File: config.mk
export PLATFORM = sky130hd
export DESIGN_NAME = ysyx_2022040010_div
export DESIGN_NICKNAME = d
export VERILOG_FILES = /design/src/rtl/ysyx_2022040010_div.sv
export SDC_FILE = /design/constraint.sdc
export NUM_CORES = 1
export LEC_CHECK = 0
export ABC_AREA = 1
export CAP_MARGIN = 25
export CORE_ASPECT_RATIO = 1.25
export CORE_MARGIN = 2
export CORE_UTILIZATION = 40
export CTS_CLUSTER_DIAMETER = 200
export DETAILED_ROUTE_END_ITERATION = 6
export GPL_ROUTABILITY_DRIVEN = 0
export PLACE_DENSITY = 0.65
export SKIP_CTS_REPAIR_TIMING = 1
export SYNTH_ARGS = -nofsm -noshare
export SYNTH_HDL_FRONTEND = slang
export SYNTH_SLANG_ARGS = --single-unit
File: constraint.sdc
create_clock -name clk -period 5.8 [get_ports clk]
set_clock_uncertainty 0.15 [all_clocks]
set_input_delay 0.58 -clock clk [delete_from_list [all_inputs] [get_ports clk]]
set_output_delay 0.58 -clock clk [all_outputs]
set_load 0.005 [all_outputs]
File: src/rtl/ysyx_2022040010_div.sv
// ----------------------------------------------------------------------------
// ysyx_2022040010_div
//
// Iterative RV64 integer divider (DIV/DIVU/REM/REMU and their W variants).
// Radix-2 restoring division on operand magnitudes, producing one quotient
// bit per cycle. The sign fix-up and W-variant sign extension are folded
// into the last iteration. Divide-by-zero and signed overflow are resolved
// at acceptance and skip the iteration entirely.
//
// Ports:
//   clk         rising-edge clock
//   rst_n       asynchronous active-low reset
//   div_valid   request present
//   div_ready   unit is idle and can accept a request
//   div_signed  1 = signed (DIV/REM), 0 = unsigned (DIVU/REMU)
//   div_rem     1 = return remainder, 0 = return quotient
//   div_32      W variant: use low 32 bits, sign-extend the 32-bit result
//   div_src1    dividend
//   div_src2    divisor
//   div_flush   abort the in-flight operation / block acceptance
//   div_result  quotient or remainder, held until the next completion
//   div_over    one-cycle completion pulse
// ----------------------------------------------------------------------------
module ysyx_2022040010_div (
    input  logic        clk,
    input  logic        rst_n,
    input  logic        div_valid,
    output logic        div_ready,
    input  logic        div_signed,
    input  logic        div_rem,
    input  logic        div_32,
    input  logic [63:0] div_src1,
    input  logic [63:0] div_src2,
    input  logic        div_flush,
    output logic [63:0] div_result,
    output logic        div_over
);

    typedef enum logic [1:0] {
        IDLE = 2'd0,
        BUSY = 2'd1,
        DONE = 2'd2
    } state_t;

    state_t      state, state_nxt;
    logic [6:0]  cnt;

    // Operation attributes latched at acceptance
    logic        op_rem;
    logic        op_32;
    logic        neg_q;
    logic        neg_r;

    // Iteration datapath: quotient shift register (dividend bits shift out
    // of the top while quotient bits shift in at the bottom) and remainder.
    logic [63:0] quo;
    logic [63:0] rem_acc;
    logic [63:0] divisor_mag;

    // Sign-extend a 32-bit result to 64 bits for W variants.
    function automatic logic [63:0] fix_width(input logic [63:0] v, input logic w32);
        return w32 ? {{32{v[31]}}, v[31:0]} : v;
    endfunction

    function automatic logic [63:0] apply_sign(input logic [63:0] v, input logic neg);
        return neg ? (64'd0 - v) : v;
    endfunction

    // ------------------------------------------------------------------
    // Acceptance-side decode
    // ------------------------------------------------------------------
    logic        accept;
    logic [63:0] opa, opb;
    logic        a_neg, b_neg;
    logic [63:0] mag_a, mag_b;
    logic        div_zero, sign_ovf, special;
    logic [63:0] special_res;

    always_comb begin
        accept = (state == IDLE) && div_valid && !div_flush;

        // Operands at operating width, extended to 64 bits
        if (div_32) begin
            opa = div_signed ? {{32{div_src1[31]}}, div_src1[31:0]} : {32'd0, div_src1[31:0]};
            opb = div_signed ? {{32{div_src2[31]}}, div_src2[31:0]} : {32'd0, div_src2[31:0]};
        end else begin
            opa = div_src1;
            opb = div_src2;
        end

        a_neg = div_signed && opa[63];
        b_neg = div_signed && opb[63];
        mag_a = apply_sign(opa, a_neg);
        mag_b = apply_sign(opb, b_neg);

        div_zero = (opb == 64'd0);
        sign_ovf = div_signed && (opb == {64{1'b1}}) &&
                   (opa == (div_32 ? 64'hFFFF_FFFF_8000_0000 : 64'h8000_0000_0000_0000));
        special  = div_zero || sign_ovf;

        if (div_zero)
            special_res = div_rem ? opa : {64{1'b1}};
        else
            special_res = div_rem ? 64'd0 : opa;
        special_res = fix_width(special_res, div_32);
    end

    // ------------------------------------------------------------------
    // One restoring iteration
    // ------------------------------------------------------------------
    logic [64:0] rem_shift;
    logic        ge;
    logic [63:0] rem_next, quo_next;
    logic [63:0] final_res;

    always_comb begin
        rem_shift = {rem_acc, quo[63]};
        ge        = (rem_shift >= {1'b0, divisor_mag});
        // True difference is below the divisor, so 64 bits hold it exactly.
        rem_next  = ge ? (rem_shift[63:0] - divisor_mag) : rem_shift[63:0];
        quo_next  = {quo[62:0], ge};
        final_res = fix_width(op_rem ? apply_sign(rem_next, neg_r)
                                     : apply_sign(quo_next, neg_q), op_32);
    end

    // ------------------------------------------------------------------
    // Control FSM
    // ------------------------------------------------------------------
    always_comb begin
        state_nxt = state;
        case (state)
            IDLE: begin
                if (accept)
                    state_nxt = special ? DONE : BUSY;
            end
            BUSY: begin
                if (div_flush)
                    state_nxt = IDLE;
                else if (cnt == 7'd1)
                    state_nxt = DONE;
            end
            DONE: begin
                state_nxt = IDLE;
            end
            default: begin
                state_nxt = IDLE;
            end
        endcase
    end

    always_ff @(posedge clk or negedge rst_n) begin
        if (!rst_n) begin
            state      <= IDLE;
            cnt        <= 7'd0;
            div_result <= 64'd0;
            op_rem     <= 1'b0;
            op_32      <= 1'b0;
            neg_q      <= 1'b0;
            neg_r      <= 1'b0;
        end else begin
            state <= state_nxt;
            if (accept) begin
                op_rem <= div_rem;
                op_32  <= div_32;
                neg_q  <= a_neg ^ b_neg;
                neg_r  <= a_neg;
                cnt    <= special ? 7'd0 : (div_32 ? 7'd32 : 7'd64);
                if (special)
                    div_result <= special_res;
            end else if (state == BUSY) begin
                if (div_flush) begin
                    cnt <= 7'd0;
                end else begin
                    cnt <= cnt - 7'd1;
                    if (cnt == 7'd1)
                        div_result <= final_res;
                end
            end
        end
    end

    // Datapath registers need no reset: they are always loaded at acceptance.
    always_ff @(posedge clk) begin
        if (accept) begin
            // W variants park the 32-bit magnitude in the top half so it
            // shifts out first; after 32 steps the quotient fills the low half.
            quo         <= div_32 ? {mag_a[31:0], 32'd0} : mag_a;
            rem_acc     <= 64'd0;
            divisor_mag <= mag_b;
        end else if (state == BUSY) begin
            quo     <= quo_next;
            rem_acc <= rem_next;
        end
    end

    assign div_ready = (state == IDLE);
    assign div_over  = (state == DONE) && !div_flush;

endmodule
==> out/metrics.cfg, run 1 <==
[sta]
hold_ws_ps = 327.7
min_period_over_period_pct = 93.15
tightest_slew_ps = 1060
hold_viol = 0
relSlewSlack_pct = 29.34
setup_viol = 0
rsz0062_at_grt = false
timing.setup.tns_ps = 0
post-route-min-period_ps = 5402
maxSlewViolCount = 0
fmax_ghz = 0.1851

[setup_path]
crit_top_cell = nand2_1
critPathArrivalTime_ps = 5750
endpoint_kind = flip-flop
path_class = flip-flop to flip-flop
cp_slowest_cell = nor2_1
critPathMaxStageDelay_ps = 550
cp_top_family = simple AND/OR/NAND/NOR gates
path_buf_inv = 2
start_kind = flip-flop
crit_required_ps = 6140
crit_fanout = 73

[yosys]
synth-seq-cells = 269
syn_avg_cell_area_um2 = 5.933
synthTopCellsByArea = nand2_1 (19%), edfxtp_1 (14%), inv_1 (9.5%)
yosys_warnings = 0
synth-async-reset-ratio_pct = 28.62
synth_top_area_share_pct = 19.01
synth_cell_type_count = 60
netlist_area_um2 = 27270
synth_edf_count = 128
yosysSeqAreaShare_pct = 25.86
syn_nets = 4803
synth_flop_cell = edfxtp_1
syn_inst = 4596
yosysTopAreaCell = nand2_1

[clocking]
clockBufferDepth = 3
clkLatencyLatePin_ps = 640
root_buffer = clkbuf_16
cts_buffers = 30
clk_pin_slew_ps = 80
cts_num_sinks = 269
cts_tree = yes
htree_num_levels = 1

[floorplanning]
core-area_um2 = 67880
fp-row-count = 107
io_pins = 201
die_x_um = 237.5
die_h_um = 295.9
die_area_um2 = 70290
start_util_pct = 40.17

[worst_hold_path]
hold_path_class = flip-flop to flip-flop

[routing]
vias_per_cell = 5.579
wirelength_mm = 118.7
firstDrtPassIters = 6
antenna_left = 0
drtIter0Drc = 3525
route.detailed.wl_per_inst_um = 21.16
vias = 31290
drc = 0

[grt]
grt_max_degree = 110
grt_pass1_vias = 29430
grt.overflow.total = 0
track_usage_pct = 33.10
antenna_found_initial = 3
grt_pass1_wl_mm = 176.6

[outcome]
status = complete, no violations

[place]
io_buffers = 200
place.detailed.hpwl_mm = 94.57

[cells_and_area]
mostFrequentLayoutCells = nand2_1 (1378), inv_1 (688), nor2_1 (512), nand3_1 (345), o21ai_0 (295)
drive_above_1_share_pct = 4.415
n_fill_cell = 7260
area_delta_synth_final_pct = 14.27
layout.nets = 4917
final_common_cell = nand2_1

[power]
powerDensity_nw_per_um2 = 437.9
ir_drop_v = 0.0003262
leakage_uw = 0.01510

[flow_run]
max_cap_viol_count = 0

## registers in the layout, summed over array words and instances, names as in the netlist, 2 cells and up
register     flops
state            2
div_result      64
cnt              7
rem_acc         64
divisor_mag     64
quo             64
## area by class of cell
class | count | area [um^2] | share of cell area [%]
antenna | 2 | 5.005 | 0.01606
clock buffer | 38 | 894.6 | 2.871
clock inverter | 18 | 207.7 | 0.6666
inverter | 709 | 2664 | 8.549
multi-input combinational | 3456 | 16830 | 54.02
sequential | 269 | 7056 | 22.64
tap | 872 | 1091 | 3.501
timing repair buffer | 244 | 2409 | 7.730
## synth_stat cells (all sizes together), types with 11 or more instances
library cell  number
nand2           1409
inv              702
nor2             541
nand3            351
o21ai            318
a21oi            237
edfxtp           128
xor2             112
clkbuf           106
nor3              91
dfrtp             77
nand4             75
ha                71
dfxtp             64
buf               56
o22ai             40
nor4              31
o211ai            31
a31oi             25
xnor2             20
nand3b            16
a22oi             15
or2               11
## layer usage
metal,track usage (%),part of all wire [%],up-vias
met5,0,0.023,-
met4,28.06,10,4
met3,4.403,8.5,397
met2,53.79,44,1680
met1,38.91,37,14120
li1,-,-,15090
## metrics by stage
step                      power (uW)  cell area [um^2]  instances  util (%)  setup slack (ps)
after global routing           14580             31150       5606     45.90             2.553
after global placement         11170             29980       5547     44.17             435.7
after detailed placement       11210             30040       5549     44.26             426.2
final                          13640             31160       5608     45.91             397.5
after floorplan                 8379             27270       4596         -              1328
after CTS                      13390             31140       5605     45.88             387.0
## path summary, 6_finish.rpt
kind / startpoint / to / slack (ps) / cells after the start
worst max-delay path: rem_acc[6] / div_result[54] / 400 / 28
worst min-delay path: div_result[33] / div_result[33] / 330 / 2
worst max register to register: rem_acc[6] / div_result[54] / 400 / 28
worst min register to register: div_result[33] / div_result[33] / 330 / 2
max in group asynchronous: rst_n / neg_r / 4090 / 3
min in group asynchronous: rst_n / div_result[34] / 350 / 2
## worst register-to-register path: cells and delay by family (launching register included)
kind                     cells  cell delay (ps)
adder cells (fa/ha/maj)      2              570
flip-flops                   1              360
AO/OA/AOI/OAI                1              220
AND/OR/NAND/NOR             23             3430
buffers and inverters        2              540
## power breakdown
part / leakage [uW] / total, uW / internal (uW) / switching, uW
registers: 0.00268 / 3100 / 2600 / 505
logic: 0.0119 / 8410 / 2580 / 5830
clock network: 0.000535 / 2140 / 1230 / 903
## logic make-up (layout without fill, tap and decap cells)
kind of cell    Yosys count  in the layout  share of synthesized area, %
flops                   269            269                         25.86
simple gates           2529           2529                         39.22
xor+xnor                132            132                         4.240
buf+inv                 871           1009                         12.54
fa+ha+maj                75             75                         3.441
compound gates          720            720                         14.70
other cells               0              2                             0
Power figures use the tool's default switching activity.
==> inputs of run 2 (changes only) <==
--- a/config.mk
+++ b/config.mk
@@ -10,7 +10,6 @@
 export CORE_ASPECT_RATIO = 1.25
 export CORE_MARGIN = 2
 export CORE_UTILIZATION = 40
-export CTS_CLUSTER_DIAMETER = 200
 export DETAILED_ROUTE_END_ITERATION = 6
 export GPL_ROUTABILITY_DRIVEN = 0
 export PLACE_DENSITY = 0.65
==> results of run 2 <==
Same layout as run 1: the final DEF is identical, and so are final timing and power.
